[src/rtl/facto_pkg.sv]
// Shared constants for the factorial accelerator: register map, status bits
// and controller state encoding.
package facto_pkg;

  localparam int unsigned OFS_W = 6;

  localparam logic [OFS_W-1:0] OFS_START   = 6'h00;
  localparam logic [OFS_W-1:0] OFS_CLEAR   = 6'h08;
  localparam logic [OFS_W-1:0] OFS_STATUS  = 6'h10;
  localparam logic [OFS_W-1:0] OFS_INTREN  = 6'h18;
  localparam logic [OFS_W-1:0] OFS_OPERAND = 6'h20;
  localparam logic [OFS_W-1:0] OFS_RES_H   = 6'h28;
  localparam logic [OFS_W-1:0] OFS_RES_L   = 6'h30;

  // Registers sit on 8-byte steps; only the word index is decoded.
  localparam logic [2:0] IDX_START   = OFS_START[5:3];
  localparam logic [2:0] IDX_CLEAR   = OFS_CLEAR[5:3];
  localparam logic [2:0] IDX_STATUS  = OFS_STATUS[5:3];
  localparam logic [2:0] IDX_INTREN  = OFS_INTREN[5:3];
  localparam logic [2:0] IDX_OPERAND = OFS_OPERAND[5:3];
  localparam logic [2:0] IDX_RES_H   = OFS_RES_H[5:3];
  localparam logic [2:0] IDX_RES_L   = OFS_RES_L[5:3];

  localparam int unsigned ST_DONE = 0;
  localparam int unsigned ST_BUSY = 1;
  localparam int unsigned ST_OVF  = 2;

  typedef enum logic [2:0] {
    S_IDLE = 3'd0,
    S_LOAD = 3'd1,
    S_MUL  = 3'd2,
    S_DEC  = 3'd3,
    S_DONE = 3'd4
  } state_t;

endpackage

[src/rtl/facto_mul.sv]
// Iterative shift-add multiplier: MUL_BITS multiplier bits per cycle, result
// ready MUL_CYC cycles after start; ovf_c flags product bits beyond 2*DATA_W.
module facto_mul #(
  parameter int unsigned DATA_W   = 64,
  parameter int unsigned OP_W     = 8,
  parameter int unsigned MUL_BITS = 1
) (
  input  logic                  clk,
  input  logic                  reset_n,
  input  logic                  start,
  input  logic                  flush,
  input  logic [2*DATA_W-1:0]   mcand,
  input  logic [OP_W-1:0]       mplier,
  output logic [2*DATA_W-1:0]   prod,
  output logic                  ovf_c,
  output logic                  done_c
);

  localparam int unsigned RW      = 2 * DATA_W;
  localparam int unsigned PW      = RW + OP_W;
  localparam int unsigned MUL_CYC = OP_W / MUL_BITS;
  localparam int unsigned CW      = (MUL_CYC > 1) ? $clog2(MUL_CYC) : 1;

  logic [PW-1:0]   acc;
  logic [PW-1:0]   mc_sh;
  logic [OP_W-1:0] mp_sh;
  logic [CW-1:0]   cnt;
  logic            run;
  logic [PW-1:0]   partial_c;

  assign partial_c = mc_sh * PW'(mp_sh[MUL_BITS-1:0]);
  assign done_c    = run && (cnt == CW'(MUL_CYC - 1));
  assign prod      = acc[RW-1:0];
  assign ovf_c     = |acc[PW-1:RW];

  // Flush abandons any product in flight so a cleared job leaves no residue.
  always_ff @(posedge clk) begin
    if (!reset_n || flush) begin
      acc   <= '0;
      mc_sh <= '0;
      mp_sh <= '0;
      cnt   <= '0;
      run   <= 1'b0;
    end else if (start) begin
      acc   <= '0;
      mc_sh <= PW'(mcand);
      mp_sh <= mplier;
      cnt   <= '0;
      run   <= 1'b1;
    end else if (run) begin
      acc   <= acc + partial_c;
      mc_sh <= mc_sh << MUL_BITS;
      mp_sh <= mp_sh >> MUL_BITS;
      cnt   <= cnt + CW'(1);
      if (done_c) run <= 1'b0;
    end
  end

endmodule

[src/rtl/facto_core_mc.sv]
// Memory-mapped factorial accelerator: computes operand! with a shared
// multi-cycle multiplier; sticky overflow, abort-on-clear, busy write lock.
module facto_core_mc
  import facto_pkg::*;
#(
  parameter int unsigned           ADDR_W    = 16,
  parameter logic [ADDR_W-1:0]     BASE_ADDR = 16'h7000,
  parameter int unsigned           DATA_W    = 64,
  parameter int unsigned           OP_W      = 8,
  parameter int unsigned           MUL_BITS  = 1
) (
  input  logic              clk,
  input  logic              reset_n,
  input  logic              s_sel,
  input  logic              s_wr,
  input  logic [ADDR_W-1:0] s_addr,
  input  logic [DATA_W-1:0] s_din,
  output logic [DATA_W-1:0] s_dout,
  output logic              interrupt
);

  localparam int unsigned RW = 2 * DATA_W;

  state_t          state, state_nx;
  logic [OP_W-1:0] operand;
  logic [OP_W-1:0] k;
  logic            intr_en;
  logic            done;
  logic            busy;
  logic            overflow;
  logic [RW-1:0]   acc;
  logic [RW-1:0]   result;

  logic            hit_c, wr_c, rd_c, start_c, clear_c;
  logic [2:0]      idx_c;
  logic            mul_start_c;
  logic [RW-1:0]   mul_mcand_c;
  logic [OP_W-1:0] mul_mplier_c;
  logic [RW-1:0]   mul_prod;
  logic            mul_ovf_c, mul_done_c;
  logic            unused_bits_c;

  assign hit_c   = s_sel && (s_addr[ADDR_W-1:6] == BASE_ADDR[ADDR_W-1:6]);
  assign wr_c    = hit_c && s_wr;
  assign rd_c    = hit_c && !s_wr;
  assign idx_c   = s_addr[5:3];
  assign start_c = wr_c && (idx_c == IDX_START) && s_din[0] && !busy;
  assign clear_c = wr_c && (idx_c == IDX_CLEAR) && s_din[0];

  assign interrupt     = done && intr_en;
  assign unused_bits_c = ^{s_din[DATA_W-1:OP_W], s_addr[2:0]};

  facto_mul #(
    .DATA_W   (DATA_W),
    .OP_W     (OP_W),
    .MUL_BITS (MUL_BITS)
  ) u_mul (
    .clk     (clk),
    .reset_n (reset_n),
    .start   (mul_start_c),
    .flush   (clear_c),
    .mcand   (mul_mcand_c),
    .mplier  (mul_mplier_c),
    .prod    (mul_prod),
    .ovf_c   (mul_ovf_c),
    .done_c  (mul_done_c)
  );

  always_ff @(posedge clk) begin
    if (!reset_n) state <= S_IDLE;
    else          state <= state_nx;
  end

  // In DEC the fresh product is still in the multiplier, so it feeds the next pass directly.
  always_comb begin
    state_nx     = state;
    mul_start_c  = 1'b0;
    mul_mcand_c  = mul_prod;
    mul_mplier_c = k - OP_W'(1);
    case (state)
      S_IDLE: if (start_c) state_nx = S_LOAD;
      S_LOAD: begin
        if (operand <= OP_W'(1)) begin
          state_nx = S_DONE;
        end else begin
          state_nx     = S_MUL;
          mul_start_c  = 1'b1;
          mul_mcand_c  = RW'(1);
          mul_mplier_c = operand;
        end
      end
      S_MUL: if (mul_done_c) state_nx = S_DEC;
      S_DEC: begin
        if (k == OP_W'(2)) begin
          state_nx = S_DONE;
        end else begin
          state_nx    = S_MUL;
          mul_start_c = 1'b1;
        end
      end
      S_DONE:  state_nx = S_IDLE;
      default: state_nx = S_IDLE;
    endcase
    if (clear_c) begin
      state_nx    = S_IDLE;
      mul_start_c = 1'b0;
    end
  end

  always_ff @(posedge clk) begin
    if (!reset_n) begin
      operand  <= '0;
      k        <= '0;
      intr_en  <= 1'b0;
      done     <= 1'b0;
      busy     <= 1'b0;
      overflow <= 1'b0;
      acc      <= '0;
      result   <= '0;
    end else begin
      if (wr_c && (idx_c == IDX_OPERAND) && !busy) operand <= s_din[OP_W-1:0];
      if (wr_c && (idx_c == IDX_INTREN) && !busy)  intr_en <= s_din[0];
      if (clear_c) begin
        done     <= 1'b0;
        busy     <= 1'b0;
        overflow <= 1'b0;
        result   <= '0;
      end else begin
        case (state)
          S_IDLE: begin
            if (start_c) begin
              busy     <= 1'b1;
              done     <= 1'b0;
              overflow <= 1'b0;
            end
          end
          S_LOAD: begin
            acc <= RW'(1);
            k   <= operand;
          end
          S_DEC: begin
            acc      <= mul_prod;
            overflow <= overflow | mul_ovf_c;
            k        <= k - OP_W'(1);
          end
          S_DONE: begin
            result <= acc;
            done   <= 1'b1;
            busy   <= 1'b0;
          end
          default: ;
        endcase
      end
    end
  end

  // Read mux: combinational, zero unless this slave is selected for a read.
  always_comb begin
    s_dout = '0;
    if (rd_c) begin
      case (idx_c)
        IDX_STATUS: begin
          s_dout[ST_DONE] = done;
          s_dout[ST_BUSY] = busy;
          s_dout[ST_OVF]  = overflow;
        end
        IDX_INTREN:  s_dout = DATA_W'(intr_en);
        IDX_OPERAND: s_dout = DATA_W'(operand);
        IDX_RES_H:   s_dout = result[RW-1:DATA_W];
        IDX_RES_L:   s_dout = result[DATA_W-1:0];
        default:     s_dout = '0;
      endcase
    end
  end

endmodule

[config.mk]
export PLATFORM = sky130hd
export DESIGN_NAME = facto_core_mc
export DESIGN_NICKNAME = d
export VERILOG_FILES = /design/src/rtl/facto_pkg.sv /design/src/rtl/facto_mul.sv /design/src/rtl/facto_core_mc.sv
export SDC_FILE = /design/constraint.sdc
export NUM_CORES = 1
export LEC_CHECK = 0
export CORE_ASPECT_RATIO = 0.8
export CORE_MARGIN = 8
export CORE_UTILIZATION = 45
export DETAILED_ROUTE_END_ITERATION = 7
export SKIP_LAST_GASP = 1
export SLEW_MARGIN = 20
export SYNTH_ARGS = -nofsm -noshare
export SYNTH_HDL_FRONTEND = slang
export SYNTH_HIERARCHICAL = 1
export SYNTH_SLANG_ARGS = --single-unit
[constraint.sdc]
create_clock -name clk -period 4.2 [get_ports clk]
set_input_delay 0.63 -clock clk [delete_from_list [all_inputs] [get_ports clk]]
set_output_delay 0.63 -clock clk [all_outputs]
set_load 0.005 [all_outputs]
==> results by group, run 1 <==
GRT
  • Number of global-route vias before repair: 28.97k
  • Pin count of the biggest net entering global routing: about 210
  • Global Route Usage Sum: 0.2417
  • GRT met2 Usage: 0.3395
  • Initial antenna violation count: 3
  • Top Usage Layer GRT: met1
  • Global-route track usage on met3: 0.04024
  • GRT overflow: 0
  • Met1 track demand over resource: 0.3814
  • First-pass GRT wire length: 168000 um

Finish
  • Fin util: 0.5140
  • Final Instance Area: 38670 um^2
  • ANT cells: 0
  • Share of cells above drive strength 1: 0.1032
  • Final Net Count: 4759
  • Filler cell count: 7556
  • Layout area overhead: 13.34%

Worst setup path
  • Slowest stage delay, CP: 0.42 ns
  • Crit end category: register
  • Critical-path cell list: buf_12 > buf_4 > and2_1 > ha_1 > buf_4 > nand4_1 > buf_4 > or3_1 > a2111oi_1 > buf_4 > o221a_2 > a211o_1 > a31oi_4 > o31ai_1 > a21oi_1 > xor2_1 > o21ai_0
  • Crit path kind: reg -> reg
  • Critical path arrival: 4.71 ns
  • CP max stage cell: dfxtp_4
  • Delay-heaviest family, CP: compound AO/OA/AOI/OAI gates
  • Startpoint Class: register
  • Reg2reg start: u_mul/mp_sh[0]$_SDFFE_PP0P_
  • Critical Path Source: u_mul/mp_sh[0]$_SDFFE_PP0P_
  • Crit path top cell by count: buf_4
  • Critical Path RT: 4.77 ns
  • WP buf/inv: 5
  • Critical-path maximum fanout: 18

Routing
  • Post-route ant nets: 0
  • DRC: 0
  • Via count: 31.21k
  • WL/cell: 19.21 um
  • Wirelength, routed: 107500 um
  • DR pass1 iterations: 6
  • Vias/cell: 5.580
  • Drt initial violations: 2562

Yosys
  • Number of synthesized flops with an enable pin: 0
  • Share of the synthesized area in the top cell type: 0.3304
  • Synth top area cells: dfxtp_1 (33%), nand2_1 (8.0%), a21oi_1 (7.4%)
  • Synth top cells by count: nand2_1 (728), nor2_1 (564), dfxtp_1 (563)
  • Post-synth top flop: dfxtp_1
  • Syn Inst Count: 4531
  • Cell with the most instances after synthesis: nand2_1
  • Syn_nets: 4755
  • Flops & latches, synth: about 560
  • Number of distinct library cells after synthesis: ~90
  • Mapped Area: ~34000 um^2
  • Fraction of registers with async set/reset: 0
  • Post-synth top area cell: dfxtp_1
  • Mean area per synthesized cell: 7.529 um^2
  • Synth Warn #: 6
  • Post-synthesis sequential area ratio: 0.3304

Placed design
  • DP HPWL: 78300 um
  • IO buf count: approximately 90
  • Gpl congestion: about 0.97
  • Post-Place Cell Area: 36430 um^2

Min path
  • Hold_sp: reset_n
  • Min-Delay Path Class: in -> reg

Power and ir drop
  • Sw Pwr: 0.002490 W
  • Power density cells: 283.2 nW/um^2
  • Power share of the sequential group: 0.487
  • Switching portion of total power: 0.2274
  • Comb pwr share: 0.021
  • Int Power: around 0.0085 W
  • Leak: 14.72 nW
  • IR drop worst, VDD: 0.3337 mV
  • Clock power frac: 0.492

Floorplanning
  • Die H: 262.3 um
  • Initial Util: 0.4535
  • Core box area: 75220 um^2
  • Row Count: 90
  • Die Wd: around 320 um
  • I/O Pins: 149
  • Die Area: 84930 um^2

STA
  • Minimum clock period: between 4 and 5 ns
  • Setup violations, final: 0
  • Final hold slack: 0.3387 ns
  • Maximum clock rate: 241.2 MHz
  • Pins over their slew limit: 0
  • Worst slew pin tran: 1.153 ns
  • Count of final hold-check violations: 0
  • Fin crit share: 0.9871
  • RSZ-0062 raised after global routing: true
  • Rel. slew slack: 0.2316
  • Clk_skew: roughly 0.029 ns

Run
  • Max-cap viol count: 0

Clock tree
  • Max clock buf depth: 3
  • Hold_buf cts: 0
  • CTS tree: yes
  • Clock transition at path regs: ~0.060 ns
  • Clock latency on the worst-skew pair: 0.64 ns
  • Num CTS Buffers: between 50 and 60
  • H-tree Lvls: 2
  • CTS sink count: 563
  • Root Driver: clkbuf_16

Run status
  • Outcome: finished, final reports clean
## power by group through the flow
stage               registers [W]  logic (W)  clock network (W)
finish                    0.00534   0.000229            0.00539
global route              0.00533   0.000242            0.00569
floorplan                 0.00546   0.000138                  0
CTS                       0.00534   0.000227            0.00548
global placement          0.00546   0.000226                  0
detailed placement        0.00546   0.000226                  0
## layout make-up
type / count / area (um^2) / area share
clock buffer: 83 / 1698 / 0.04391
timing repair buffer: 391 / 3395 / 0.08779
multi-input combinational: 3470 / 20580 / 0.5322
clock inverter: 25 / 261.5 / 0.006763
tap: 1012 / 1266 / 0.03275
sequential: 563 / 11280 / 0.2917
inverter: 50 / 187.7 / 0.004854
## final timing paths
check | end | slack [ns] | depth (start not counted)
setup / recovery | u_mul/acc[134]$_SDFFE_PP0P_ | 0.05 | 17
hold / removal | intr_en$_SDFFE_PN0P_ | 0.34 | 3
setup reg to reg | u_mul/acc[134]$_SDFFE_PP0P_ | 0.05 | 17
hold reg to reg | result[120]$_SDFFE_PP0P_ | 0.45 | 2
## cell usage in the layout (no fill, tap or decap), types with 9 or more instances in the layout
| master | instances |
|---|---|
| nor3_1 | 40 |
| nand3_1 | 31 |
| a21oi_1 | 497 |
| mux2i_1 | 229 |
| o21a_1 | 25 |
| clkdlybuf4s50_1 | 88 |
| xnor2_1 | 76 |
| clkbuf_1 | 12 |
| o21ai_0 | 160 |
| nand2_1 | 728 |
| inv_1 | 49 |
| o21bai_1 | 44 |
| buf_12 | 17 |
| o22ai_1 | 129 |
| a22oi_1 | 57 |
| dfxtp_1 | 561 |
| ha_1 | 136 |
| clkbuf_16 | 61 |
| clkinv_2 | 12 |
| a31oi_1 | 17 |
| and3_1 | 9 |
| buf_4 | 282 |
| a211oi_1 | 13 |
| and2_1 | 147 |
| nor2b_1 | 138 |
| o31ai_1 | 9 |
| xor2_1 | 58 |
| o211ai_1 | 13 |
| nor4_1 | 9 |
| nand4_1 | 65 |
| nor2_1 | 560 |
| a21o_1 | 79 |
| clkbuf_8 | 11 |
| nand2b_1 | 14 |
## tightest hold or removal path, cell delays in order
cell	delay, ns
buf_4	0.17
nand2_1	0.08
mux2i_1	0.06
## cells by family (layout without fill, tap and decap cells)
| family | after synthesis | after routing | share of synthesized area |
|---|---|---|---|
| buf+inv | 498 | 549 | 0.07412 |
| xor+xnor | 134 | 134 | 0.03440 |
| flops | 563 | 563 | 0.3304 |
| compound gates | 1144 | 1144 | 0.2017 |
| mux | 230 | 230 | 0.06752 |
| fa+ha+maj | 140 | 140 | 0.05157 |
| simple gates | 1822 | 1822 | 0.2403 |
## sequential cells by signal (all words and copies together) (netlist names), 3 cells and up
signal	count
u_mul/acc	136
u_mul/mc_sh	136
acc	128
result	128
k	8
operand	8
u_mul/mp_sh	8
state	3
u_mul/cnt	3
## per-layer routing
| layer | vias up | routed length, um |
|---|---|---|
| li1 | 15530 | - |
| met1 | 14810 | 55860 |
| met2 | 769 | 43030 |
| met3 | 105 | 6826 |
| met4 | 0 | 1732 |
| met5 | - | 0 |
## timing repair
action / CTS / global route
pin swaps: 4 / 9
gates cloned: 0 / 1
gates resized for setup: 10 / 42
setup buffers: 0 / 5
endpoints found under the setup margin: 13 / 42
## stage by stage
stage	power (W)	TNS, ns	cells	worst slack (ns)
CTS	0.01104	0	5588	0.007621
floorplan	0.005596	0	4531	0.1686
finish	0.01095	0	5594	0.05435
global route	0.01127	-0.2632	5594	-0.06254
global placement	0.005683	-0.3379	5480	-0.08703
detailed placement	0.005683	-0.6598	5480	-0.1532
Note: power is estimated with default switching activity, not from simulation.
==> run 2, diff against run 1 <==
--- a/config.mk
+++ b/config.mk
@@ -5,6 +5,7 @@
 export SDC_FILE = /design/constraint.sdc
 export NUM_CORES = 1
 export LEC_CHECK = 0
+export CAP_MARGIN = 20
 export CORE_ASPECT_RATIO = 0.8
 export CORE_MARGIN = 8
 export CORE_UTILIZATION = 45
@@ -15,3 +16,4 @@
 export SYNTH_HDL_FRONTEND = slang
 export SYNTH_HIERARCHICAL = 1
 export SYNTH_SLANG_ARGS = --single-unit
+export TNS_END_PERCENT = 50
==> run 2 against run 1 <==
- die area is the same
- cell count is essentially flat
- non-clock buffer count shrank 4
- sequential share of layout area is essentially flat
- core utilization grew 0.055 points
- design area grew 0.11%
- sequential power is essentially flat
- combinational power is essentially flat
- sequential cell count is the same
- critical path depth shrank 3
- fmax grew 0.21%
- global-route usage is essentially flat
- largest cell class unchanged
- largest power group unchanged
==> results by group, run 2 (same netlist as run 1, synthesis figures left out) <==
Clock tree
  • Root Driver: clkbuf_16
  • Hold_buf cts: 0
  • Clock latency on the worst-skew pair: 0.65 ns
  • Clock transition at path regs: 0.06 ns
  • H-tree Lvls: 2
  • Max clock buf depth: 3
  • CTS tree: yes
  • Num CTS Buffers: 59
  • CTS sink count: 563

Finish
  • Fin util: 0.5146
  • Share of cells above drive strength 1: 0.1046
  • Final Net Count: between 4k and 5k
  • Fin cells: ~5.6k
  • Layout area overhead: 13.46%
  • Most frequent cells in the layout: nand2_1 (728), dfxtp_1 (561), nor2_1 (560), a21oi_1 (494), buf_4 (281)
  • Commonest non-fill, non-tap cell in the layout: nand2_1
  • ANT cells: 0
  • Largest regs: u_mul/acc x136, u_mul/mc_sh x136

STA
  • Worst slew pin tran: 0.9520 ns
  • Count of final hold-check violations: 0
  • Sum of negative setup slack: 0 ns
  • Maximum clock rate: 241.7 MHz
  • Fin worst setup slack: 0.06295 ns
  • RSZ-0062 raised after global routing: true
  • Fin crit share: 0.9850
  • Minimum clock period: 4.137 ns
  • Rel. slew slack: 0.3654
  • Pins over their slew limit: 0
  • Setup violations, final: 0
  • Clk_skew: 0.03110 ns

Power and ir drop
  • Leak: 14.71 nW
  • Power density cells: between 200 and 300 nW/um^2
  • IR drop worst, VDD: 0.3363 mV

GRT
  • GRT overflow: 0
  • Number of global-route vias before repair: 28.96k
  • Initial antenna violation count: 3
  • Global Route Usage Sum: 0.2417
  • First-pass GRT wire length: 168000 um
  • Pin count of the biggest net entering global routing: 212

Worst setup path
  • Critical path arrival: between 4 and 5 ns
  • Crit path kind: reg -> reg
  • Critical-path maximum fanout: 35
  • Crit end category: register
  • Startpoint Class: register
  • Critical Path RT: 4.78 ns

Placed design
  • Pre-CTS setup slack: -0.1532 ns
  • DP HPWL: around 80000 um
  • Placed cells: around 5.5k
  • Gpl congestion: 0.9696
  • IO buf count: 89

Routing
  • Via count: just over 30k
  • Vias/cell: 5.575
  • DRC: 0
  • DR pass1 iterations: 7
  • Drt initial violations: 2562
  • WL/cell: 19.17 um
  • Wirelength, routed: ~110000 um
  • Post-route ant nets: 0

Floorplanning
  • Die Area: 84930 um^2
  • Row Count: 90
  • Die Wd: 323.8 um
  • Core box area: 75220 um^2
  • Die H: 262.3 um
  • Initial Util: 0.4535
  • I/O Pins: 149

Run status
  • Outcome: finished, final reports clean

Run
  • Max-cap viol count: 0

Min path
  • Min-Delay Path Class: in -> reg
[run 2: changes by cell type in the layout (fill, tap and decap cells not counted), sizes merged]
cell,before,now
clkbuf,85,83
buf,301,299
[run 2: metrics by stage]
stage	hold slack (ns)	total power [W]	instance area, um^2
2_1_floorplan	0.4259	0.005596	34120
3_3_place_gp	0.4392	0.005683	36430
3_5_place_dp	0.4416	0.005683	36430
4_1_cts	0.2926	0.01104	38420
5_1_grt	0.3462	0.01127	38710
6_report	0.3347	0.01095	38710
[run 2: worst max-delay path: stages, from the launching register on]
cell	delay, ns
dfxtp_4	0.41
buf_12	0.18
and2_1	0.15
ha_1	0.31
nand4_1	0.13
or3_4	0.36
or3_4	0.42
nor2_2	0.19
o2111ai_2	0.24
a211oi_4	0.55
a31oi_4	0.19
o31ai_4	0.31
a21boi_2	0.11
or4_1	0.41
nand3_1	0.09
[run 2: layout make-up]
cell class,count,area (um^2)
Sequential cell,563,11280
Clock buffer,83,1698
Clock inverter,25,261.5
Inverter,50,187.7
Timing Repair Buffer,387,3342
Tap cell,1012,1266
Fill cell,7537,36520
Multi-Input combinational cell,3470,20670
[run 2: worst paths after layout]
kind | end | depth (start not counted) | slack (ns) | startpoint
max | u_mul/acc[128]$_SDFFE_PP0P_ | 14 | 0.06 | u_mul/mp_sh[0]$_SDFFE_PP0P_
min reg2reg | result[120]$_SDFFE_PP0P_ | 2 | 0.45 | acc[120]$_SDFFE_PN0P_
max reg2reg | u_mul/acc[128]$_SDFFE_PP0P_ | 14 | 0.06 | u_mul/mp_sh[0]$_SDFFE_PP0P_
min | intr_en$_SDFFE_PN0P_ | 3 | 0.33 | reset_n
[run 2: what timing repair did]
action | in CTS | in global routing
resized for setup | 8 | 54
pin swaps | 4 | 8
setup buffers | 0 | 2
endpoints found under the setup margin | 13 | 43
[run 2: per-layer routing]
layer	vias to the layer above	GRT usage	routed length [um]
met1	14800	0.3814	56210
met2	734	0.3393	42720
met3	115	0.04024	6369
met4	0	0.04486	1852
li1	15520	-	-
met5	-	0	0
[run 2: report_power, final]
part	switching (W)	internal [W]	leakage [nW]	total, W
registers	0.00000000570	0.00534	4.53	0.00534
clock network	0.00232	0.00306	0.961	0.00538
logic	0.000168	0.0000605	9.21	0.000229
